===== src/rtl/opll_bus_writer.sv =====
// opll_bus_writer: FIFO-buffered initiator for the YM2413 OPLL register-write bus (A0/D/WR).
// Optional define OPLL_WRITER_ADDR_SKIP_EN skips the address phase when the address repeats.
`default_nettype none

module opll_bus_writer #(
  parameter int FIFO_DEPTH = 4,
  parameter int STROBE_LEN = 2,
  parameter int ADDR_WAIT  = 12,
  parameter int DATA_WAIT  = 84
) (
  input  logic                               clk,
  input  logic                               rst,
  input  logic                               in_valid,
  output logic                               in_ready,
  input  logic [7:0]                         in_addr,
  input  logic [7:0]                         in_data,
  output logic [7:0]                         bus_d,
  output logic                               bus_a0,
  output logic                               bus_wr,
  output logic                               busy,
  output logic [$clog2(FIFO_DEPTH+1)-1:0]    fifo_level
);

  localparam int PTR_W   = $clog2(FIFO_DEPTH);
  localparam int LVL_W   = $clog2(FIFO_DEPTH + 1);
  localparam int MAX_SW  = (STROBE_LEN > ADDR_WAIT) ? STROBE_LEN : ADDR_WAIT;
  localparam int CNT_MAX = (MAX_SW > DATA_WAIT) ? MAX_SW : DATA_WAIT;
  localparam int CNT_W   = (CNT_MAX > 1) ? $clog2(CNT_MAX) : 1;

  // Counter reload values are length-1 so that a timed state lasts exactly its length.
  localparam logic [CNT_W-1:0] STROBE_LOAD = CNT_W'(STROBE_LEN - 1);
  localparam logic [CNT_W-1:0] AWAIT_LOAD  = CNT_W'(ADDR_WAIT - 1);
  localparam logic [CNT_W-1:0] DWAIT_LOAD  = CNT_W'(DATA_WAIT - 1);

  typedef enum logic [2:0] {
    S_IDLE        = 3'd0,
    S_ADDR_SETUP  = 3'd1,
    S_ADDR_STROBE = 3'd2,
    S_ADDR_WAIT   = 3'd3,
    S_DATA_SETUP  = 3'd4,
    S_DATA_STROBE = 3'd5,
    S_DATA_WAIT   = 3'd6
  } state_t;

  state_t           state;
  logic [CNT_W-1:0] cnt;
  logic [7:0]       data_q;

  logic [15:0]      mem [FIFO_DEPTH];
  logic [PTR_W-1:0] wr_ptr;
  logic [PTR_W-1:0] rd_ptr;
  logic [LVL_W-1:0] level;
  logic             push;
  logic             pop;
  logic [7:0]       head_addr;
  logic [7:0]       head_data;

  assign in_ready   = (level != LVL_W'(FIFO_DEPTH));
  assign push       = in_valid && in_ready;
  // Pop depends only on registered level, so a fresh entry waits one edge (no bypass).
  assign pop        = (state == S_IDLE) && (level != '0);
  assign head_addr  = mem[rd_ptr][15:8];
  assign head_data  = mem[rd_ptr][7:0];
  assign fifo_level = level;
  assign busy       = (state != S_IDLE) || (level != '0);

  always_ff @(posedge clk) begin
    if (push) begin
      mem[wr_ptr] <= {in_addr, in_data};
    end
  end

  always_ff @(posedge clk or posedge rst) begin
    if (rst) begin
      wr_ptr <= '0;
      rd_ptr <= '0;
      level  <= '0;
    end else begin
      if (push) begin
        wr_ptr <= wr_ptr + PTR_W'(1);
      end
      if (pop) begin
        rd_ptr <= rd_ptr + PTR_W'(1);
      end
      case ({push, pop})
        2'b10:   level <= level + LVL_W'(1);
        2'b01:   level <= level - LVL_W'(1);
        default: level <= level;
      endcase
    end
  end

`ifdef OPLL_WRITER_ADDR_SKIP_EN
  logic [7:0] addr_q;
  logic [7:0] cache_addr;
  logic       cache_valid;
`endif

  always_ff @(posedge clk or posedge rst) begin
    if (rst) begin
      state       <= S_IDLE;
      cnt         <= '0;
      data_q      <= '0;
      bus_d       <= '0;
      bus_a0      <= 1'b0;
      bus_wr      <= 1'b0;
`ifdef OPLL_WRITER_ADDR_SKIP_EN
      addr_q      <= '0;
      cache_addr  <= '0;
      cache_valid <= 1'b0;
`endif
    end else begin
      case (state)
        S_IDLE: begin
          bus_wr <= 1'b0;
          if (pop) begin
            data_q <= head_data;
`ifdef OPLL_WRITER_ADDR_SKIP_EN
            addr_q <= head_addr;
            if (cache_valid && (cache_addr == head_addr)) begin
              state  <= S_DATA_SETUP;
              bus_d  <= head_data;
              bus_a0 <= 1'b1;
            end else begin
              state  <= S_ADDR_SETUP;
              bus_d  <= head_addr;
              bus_a0 <= 1'b0;
            end
`else
            state  <= S_ADDR_SETUP;
            bus_d  <= head_addr;
            bus_a0 <= 1'b0;
`endif
          end
        end

        S_ADDR_SETUP: begin
          state  <= S_ADDR_STROBE;
          bus_wr <= 1'b1;
          cnt    <= STROBE_LOAD;
`ifdef OPLL_WRITER_ADDR_SKIP_EN
          cache_addr  <= addr_q;
          cache_valid <= 1'b1;
`endif
        end

        S_ADDR_STROBE: begin
          if (cnt == '0) begin
            state  <= S_ADDR_WAIT;
            bus_wr <= 1'b0;
            cnt    <= AWAIT_LOAD;
          end else begin
            cnt <= cnt - CNT_W'(1);
          end
        end

        S_ADDR_WAIT: begin
          if (cnt == '0) begin
            state  <= S_DATA_SETUP;
            bus_d  <= data_q;
            bus_a0 <= 1'b1;
          end else begin
            cnt <= cnt - CNT_W'(1);
          end
        end

        S_DATA_SETUP: begin
          state  <= S_DATA_STROBE;
          bus_wr <= 1'b1;
          cnt    <= STROBE_LOAD;
        end

        S_DATA_STROBE: begin
          if (cnt == '0) begin
            state  <= S_DATA_WAIT;
            bus_wr <= 1'b0;
            cnt    <= DWAIT_LOAD;
          end else begin
            cnt <= cnt - CNT_W'(1);
          end
        end

        S_DATA_WAIT: begin
          if (cnt == '0) begin
            state <= S_IDLE;
          end else begin
            cnt <= cnt - CNT_W'(1);
          end
        end

        default: begin
          state  <= S_IDLE;
          bus_wr <= 1'b0;
        end
      endcase
    end
  end

endmodule

`default_nettype wire


===== config.mk =====
export PLATFORM = sky130hd
export DESIGN_NAME = opll_bus_writer
export DESIGN_NICKNAME = d
export VERILOG_FILES = /design/src/rtl/opll_bus_writer.sv
export SDC_FILE = /design/constraint.sdc
export NUM_CORES = 1
export LEC_CHECK = 0
export BUFFER_PORTS_ARGS = -buffer_cell sky130_fd_sc_hd__buf_4
export CAP_MARGIN = 20
export CORE_MARGIN = 4
export CORE_UTILIZATION = 45
export DETAILED_ROUTE_END_ITERATION = 10
export GPL_TIMING_DRIVEN = 0
export SLEW_MARGIN = 25
export SYNTH_ARGS = -nofsm -noshare
export SYNTH_HDL_FRONTEND = slang
export SYNTH_SLANG_ARGS = --single-unit

===== constraint.sdc =====
create_clock -name clk -period 7.3 [get_ports clk]
set_clock_uncertainty 0.15 [all_clocks]
set_input_delay 0.365 -clock clk [delete_from_list [all_inputs] [get_ports clk]]
set_output_delay 0.365 -clock clk [all_outputs]
set_load 0.005 [all_outputs]

### After elaboration in Yosys (flattened, before gate mapping)

Memory sizes are Yosys's and may differ from the RTL's.
Index checks and enable logic that the tools add are counted.

* bits in registers: 35
* RAM bits: 64
* input port bits: 19
* word-level logic and storage cells: 71
* memories: 1

Memory list
* mem: words 4, width 16, rd ports 1, clocked after memory_dff 0, wr ports 1, line 49 `logic [15:0] mem [FIFO_DEPTH];`

* add/subtract/negate cells: 5
* equal/unequal tests: 16
* muxes and demuxes: 21
* bitwise logic cells: 1
* reductions and logical operators: 18

Operators by type and width (count)
* one-hot mux 7 bit (4 select lines): 1
* two-way mux 7 bit: 3
* one-hot mux 3 bit (7 select lines): 1
* two-way mux 8 bit: 2
* one-hot mux 8 bit (2 select lines): 1
* two-way mux 3 bit: 5
* inequality test 2 bit (second input constant): 6
* equality test 3 bit (second input constant): 3
* zero test 7 bit: 1
* subtractor 7 x 1 -> 7 bit (second input constant): 1
* equality test 3 x 2 -> 1 bit (second input constant): 2
* one-hot mux 3 bit (2 select lines): 1
* AND reduction 2 bit: 3
* nonzero test 3 bit: 2
* OR reduction 2 bit: 3
* two-way mux 1 bit: 5
* AND reduction 5 bit: 1
* adder 2 x 1 -> 2 bit (second input constant): 2
* nonzero test 2 bit: 2
* nonzero test 4 bit: 1
* adder 3 x 1 -> 3 bit (second input constant): 1
* equality test 3 x 1 -> 1 bit (second input constant): 1
* zero test 3 bit: 1
* inequality test 3 bit (second input constant): 1
* 10 further kinds: 11

### Longest topological paths before layout

Gate-level depths: netlist of the first run.

* depth in word-level cells: 4
* depth in mapped cells: 9
* mapped depth without buffers: 9

### Worst setup path before layout of the first run

Ideal clock, no wire load.

* path kind: register to register
* start: register state[1]
* end: register level[2] (netlist: fifo_level[2])
* library setup time: 0.079 ns
* data arrival time: 2.151 ns
* required time: 7.071 ns
* path slack: 4.920 ns
* stages on the path, launching flop included: 10
* buffers on the path: 2
* period minus slack after synthesis: 2.380 ns
* cell sequence: dfrtp_1 -> buf_2 -> nor4_1 -> buf_2 -> ha_1 -> inv_1 -> fa_1 -> xor2_1 -> nor2_1 -> xor2_1

* longest elaborated chain between the ends: 4
* elaborated cells on any way between the ends: 6

RTL lines
* from (decl): line 45 `state_t state;`
* from (signal assigned): line 101 `state <= S_IDLE;`
* from (signal assigned): line 130 `state <= S_ADDR_SETUP;`
* from (signal assigned): line 138 `state <= S_ADDR_STROBE;`
* zero test 3 bit (*): line 61 `assign pop = (state == S_IDLE) && (level != '0);`
* logical AND 1 bit (*): line 61
* named net pop: line 54 `logic pop;`
* equality test 2 x 1 -> 1 bit / equality test 2 bit (equally long branches): line 85 `case ({push, pop})`
* one-hot mux 3 bit (2 select lines) / nonzero test 2 bit (equally long branches)
* to (signal assigned): line 86 `2'b10: level <= level + LVL_W'(1);`
* to (signal assigned): line 87 `2'b01: level <= level - LVL_W'(1);`
* to (signal assigned): line 88 `default: level <= level;`
* to (decl): line 52 `logic [LVL_W-1:0] level;`

The timed path passes the listed nets; every way through them passes the cells marked *.
A chain may end at the register's enable or synchronous reset.

### Final worst setup path of the first run

Same ends and word-level chain as after synthesis.

==> summary.md, run 1 <==
| Metric | Value |
|---|---|
| Status | `finished, final reports clean` |
| Fillers | `802` |
| Fmax | `0.378 GHz` |
| Initial core utilization | `0.465` |
| CP Class | `register to register` |
| Nets | `around 350` |
| Slew Limit Fails | `0` |
| Sequential cell area fraction in the yosys report | `0.645` |
| Worst slack at placement | `4650 ps` |
| Min-Delay Path Class | `input pin to register` |
| Synth async-reset ratio | `0.354` |
| Endpoint class of the critical path | `register` |
| Vias in the first global route | `between 2000 and 3000` |
| Startpoint types | `register` |
| Fin crit period | `2650 ps` |
| Row cnt | `35` |
| H-tree depth | `3` |
| Setup Buffers After CTS | `0` |
| # Max-Cap Violations | `0` |
| Share of cells above drive strength 1 | `0.308` |
| Die Y | `106 um` |
| DR vias/cell | `5.42` |
| DR vias | `roughly 2500` |
| Die area | `11300 um^2` |
| Switch Pwr | `0.314 mW` |
| Global Route Usage Sum | `0.158` |
| Setup TNS | `0 ps` |
| Syn Std Cell Area | `4330 um^2` |
| IR drop worst, VDD | `around 0.16 mV` |
| First-pass GRT wire length | `13.6 mm` |
| Actual transition at the worst max-transition pin | `882 ps` |
| Clk pwr share | `0.271` |
| Die width | `106 um` |
| R2R Path End | `fifo_level[2]` |
| Final hold vios | `0` |
| DRC viols | `0` |
| Syn avg cell area | `15.5 um^2` |
| Gr ovfl total | `0` |
| Count of flip-flops with a built-in enable after synthesis | `64` |
| Final HPWL DP | `5.54 mm` |
| Final ANT Viol Nets | `0` |
| Area of the multi-input gates | `roughly 1400 um^2` |
| Area grow syn2layout | `14.3%` |
| Sink Count | `99` |
| Initial antenna violation count | `0` |
| Synth unique cells | `51` |
| WL final | `8.21 mm` |
| Rel. slew slack | `0.412` |
| YS warnings | `0` |
| CP Capture Point | `fifo_level[2]` |
| Synth Net Count | `between 300 and 400` |
| Top_reg_cell synth | `edfxtp_1` |
| P_int | `about 0.90 mW` |
| R2r setup slk | `approximately 4700 ps` |
| Input/output buffers | `33` |
| Clock tree buffer depth | `2` |
| Setup violators final | `0` |
| P_leak | `1.86 nW` |
| Clock latency on the worst-skew pair | `around 360 ps` |
| Pin count of the biggest net entering global routing | `26` |
| Worst-path clk slew | `roughly 100 ps` |
| Critical path arrival | `~2800 ps` |
| CP max FO | `10` |
| Number of diodes | `0` |
| First-pass DRT Iterations | `4` |
| Clock Tree Root | `clkbuf_8` |
| Most frequent cells in the layout | `64 x edfxtp_1, 35 x dfrtp_1, 34 x buf_4` |
| Critical path required time | `7440 ps` |
| Sequential standard cell area | `about 2800 um^2` |
| Register bit total from synthesis | `99` |
| Total design power | `1.22 mW` |
| Crit path from | `state[1]` |
| Gate Count Post-Synth | `280` |
| Pwr per Cell Area | `between 200 and 250 nW/um^2` |
| DR WL/cell | `17.9 um` |
| Critical R2R Launch | `state[1]` |
| Sw Ratio | `0.258` |
| # IOs | `34` |
| Num CTS Buffers | `9` |
| Finished Layout Cells | `between 400 and 500` |
| Setup WS post-layout | `approximately 4700 ps` |
| First-iteration detailed-routing DRC count | `116` |
| Most common cell after layout, fill and taps aside | `edfxtp_1` |
| Worst Reg-to-Reg Cells | `9` |
| Share of power burned in registers | `0.592` |
| Core Region | `roughly 9300 um^2` |
| Final Wtd Congestion | `0.861` |
| RSZ-0062 raised after global routing | `false` |
| Placed Cells | `about 440` |
| Comb pwr share | `0.138` |
| Fin crit share | `0.362` |
| CTS tree | `built` |
## metrics by stage
stage / hold slack [ps] / cell area, um^2 / util
floorplan: 314 / 4330 / -
global placement: 336 / 4740 / 0.509
detailed placement: 177 / 4760 / 0.511
CTS: 24.9 / 4950 / 0.531
global route: 17.5 / 4950 / 0.531
finish: 47.0 / 4950 / 0.531
## power groups by stage
stage	combinational (mW)	sequential (mW)	clock (mW)
global placement	0.167	0.731	0
floorplan	0.107	0.725	0
global route	0.190	0.728	0.369
detailed placement	0.174	0.734	0
finish	0.168	0.721	0.329
CTS	0.174	0.722	0.343
## logic make-up after synthesis
kind of cell / after synthesis / synth area share
adders and majority gates: 9 / 0.0268
and+or+nand+nor: 55 / 0.0664
buffers and inverters: 28 / 0.0292
AOI/OAI and AO/OA: 40 / 0.0673
xor gates and xnor gates: 6 / 0.0121
DFF: 99 / 0.645
muxes: 43 / 0.153
## final cells by class
type | instances | share of cell area
Inverter | 10 | 0.00758
Sequential cell | 99 | 0.565
Tap cell | 129 | 0.0326
Buffer | 18 | 0.0179
Multi-Input combinational cell | 153 | 0.285
Timing Repair Buffer | 35 | 0.0561
Clock buffer | 11 | 0.0285
Clock inverter | 5 | 0.00783
## cells in the mapped netlist, types with 2 or more instances
master     n  share of area
mux4_2    16          0.083
edfxtp_1  64           0.44
a32o_1     2         0.0046
xnor2_1    3         0.0061
and3_1     5         0.0072
nor4_1     4         0.0058
xor2_1     3         0.0061
o21a_1     2         0.0035
a31oi_1    3         0.0043
a221o_1    4         0.0092
nor2_1    13          0.011
buf_2      8         0.0092
dfrtp_1   35           0.20
clkbuf_1   7         0.0061
nor3_1     6         0.0069
nand2_1   10         0.0087
mux2i_1    2         0.0046
inv_1     10         0.0087
or3_1      4         0.0058
ha_1       6          0.017
nand3_1    3         0.0035
mux2_2    25          0.065
nor2b_1    3         0.0043
a21oi_1    7         0.0081
o21ai_0    9          0.010
## timing repair
action | CTS | global route
gates resized for setup | 0 | 0
hold endpoints to repair | 10 | 0
hold buffers | 1 | 0
## metal layers
| layer | up-vias | routed length, um | share of wire | global-route usage |
|---|---|---|---|---|
| met5 | - | 0 | 0 | 0 |
| met4 | 0 | 51 | 0.0062 | 0.0509 |
| li1 | 1171 | - | - | - |
| met3 | 5 | 343 | 0.042 | 0.0389 |
| met2 | 62 | 4120 | 0.50 | 0.252 |
| met1 | 1257 | 3700 | 0.45 | 0.215 |
## worst max-delay path, stage by stage, from the launching register on
cell and delay [ps]:
dfrtp_1 440, buf_2 200, nor4_1 380, buf_2 340
ha_1 240, inv_1 60, fa_1 370, xor2_1 150
nor2_1 110, xor2_1 140
## state kept, by name, summed over array words and instances (netlist names)
name / count
mem: 64
bus_d: 8
data_q: 8
cnt: 7
fifo_level: 3
state: 3
rd_ptr: 2
wr_ptr: 2
bus_a0: 1
bus_wr: 1
## how the worst min path moves through the flow
stage,from,to,slack (ps),cells past startpoint
floorplan,in_data[0],mem[0][0],310,0
global placement,data_q[7],data_q[7],340,1
detailed placement,rst,bus_a0,180,2
CTS,in_data[1],mem[2][1],20,1
global route,in_addr[0],mem[3][8],20,1
finish,in_data[5],mem[2][5],50,1
Note: power is estimated with default switching activity, not from simulation.
==> run 2, diff against run 1 <==
Clock period 7.3 ns to 2.45 ns, I/O delays scaled along.
==> summary.md, run 2 (synthesized netlist as in run 1, its figures left out) <==
| Metric | Value |
|---|---|
| Status | `finished, final reports clean` |
| Vias in the first global route | `2606` |
| IR drop worst, VDD | `0.474 mV` |
| DR vias | `approximately 2600` |
| Setup violators final | `0` |
| Critical path arrival | `~2400 ps` |
| Setup TNS | `0 ps` |
| Die width | `approximately 110 um` |
| DR WL/cell | `17.4 um` |
| Fillers | `783` |
| Setup WS post-layout | `124 ps` |
| Startpoint types | `register` |
| Final Wtd Congestion | `0.861` |
| WL final | `~8.3 mm` |
| Hold_ws | `108 ps` |
| Die area | `11300 um^2` |
| Global Route Usage Sum | `0.162` |
| Initial core utilization | `0.465` |
| CTS tree | `built` |
| Most common cell after layout, fill and taps aside | `edfxtp_1` |
| Biggest regs | `mem (64), bus_d (8), data_q (8)` |
| Slew Limit Fails | `0` |
| Share of cells above drive strength 1 | `0.315` |
| Core Region | `9330 um^2` |
| Input/output buffers | `33` |
| CP Class | `register to register` |
| Final ANT Viol Nets | `0` |
| RSZ-0062 raised after global routing | `false` |
| Initial antenna violation count | `0` |
| Final hold vios | `0` |
| Number of diodes | `0` |
| Most frequent cells in the layout | `64 x edfxtp_1, 35 x buf_4, 33 x dfrtp_1` |
| # Max-Cap Violations | `0` |
| Placed Cells | `approximately 440` |
| H-tree depth | `3` |
| Clock Tree Root | `clkbuf_8` |
| Num CTS Buffers | `9` |
| Row cnt | `35` |
| First-pass DRT Iterations | `4` |
| Worst slack at placement | `-199 ps` |
| Final HPWL DP | `~5.5 mm` |
| Die Y | `106 um` |
| Gr ovfl total | `0` |
| Finished Layout Cells | `478` |
| First-pass GRT wire length | `~14 mm` |
| CP max FO | `10` |
| DRC viols | `0` |
| Max FFs per register | `64` |
| Total design power | `about 3.7 mW` |
| Pin count of the biggest net entering global routing | `26` |
| Pwr per Cell Area | `709 nW/um^2` |
| Fin crit share | `0.949` |
| Largest register by flop count | `mem` |
| Fin crit period | `around 2300 ps` |
| P_leak | `1.94 nW` |
| Endpoint class of the critical path | `register` |
| Actual transition at the worst max-transition pin | `869 ps` |
| Sink Count | `99` |
| First-iteration detailed-routing DRC count | `116` |
| Clock tree buffer depth | `2` |
| DR vias/cell | `around 5.4` |
| Critical path required time | `between 2000 and 3000 ps` |
| Rel. slew slack | `0.421` |
| Nets | `370` |
| Fmax | `0.430 GHz` |
| Area grow syn2layout | `19.3%` |
| Min-Delay Path Class | `input pin to asynchronous set/reset pin` |
| # IOs | `34` |
| Clock latency on the worst-skew pair | `360 ps` |
| Worst-path clk slew | `approximately 100 ps` |
==> run 2: layer usage <==
metal  vias up  share of wire  GRT usage
met5         -              0          0
met4         0          0.011     0.0555
met3        11          0.042     0.0376
met2        62           0.50      0.254
met1      1292           0.45      0.222
li1       1210              -          -
==> run 2: worst paths after layout <==
kind                                 start        end  slack (ps)  cells after the start
max in group asynchronous              rst   bus_d[1]        1610                      4
min in group clk                in_data[5]  mem[2][5]         350                      2
worst max-delay path                cnt[0]   bus_d[1]         120                      8
worst max register to register      cnt[0]   bus_d[1]         120                      8
worst min-delay path                   rst     bus_a0         110                      3
worst min register to register    bus_d[3]   bus_d[3]         360                      1
==> run 2: what timing repair did <==
item	CTS	global route
hold endpoints to repair	100	0
endpoints found under the setup margin	2	11
gates resized for setup	2	9
hold buffers	18	0
setup buffers	1	0
pin swaps	0	1
==> run 2: per-stage QoR <==
step / cell area, um^2 / utilization
2_1_floorplan: 4330 / -
3_3_place_gp: 4740 / 0.509
3_5_place_dp: 4760 / 0.511
4_1_cts: 5140 / 0.551
5_1_grt: 5170 / 0.554
6_report: 5170 / 0.554
==> run 2: critical path, cell delays in order, from the launching register on <==
cell and delay [ps]:
dfrtp_2 460, inv_2 90, ha_2 190, or3b_1 360
buf_6 150, nor3_2 170, o21a_1 150, buf_6 150
mux2_2 330
==> run 2: layout make-up <==
cell class                 count  area [um^2]  share of cell area
clock buffer                  11          141              0.0273
clock inverter                 5         38.8             0.00750
sequential                    99         2800               0.542
timing repair buffer          53          455              0.0881
inverter                      10         37.5             0.00726
tap                          129          161              0.0312
buffer                        18         97.6              0.0189
multi-input combinational    153         1440               0.278
==> run 2: where the power goes <==
group	total [mW]	internal, mW	switching [mW]	leakage, nW
clock	0.985	0.411	0.574	0.0956
combinational	0.527	0.238	0.289	0.856
sequential	2.15	2.06	0.0869	0.985
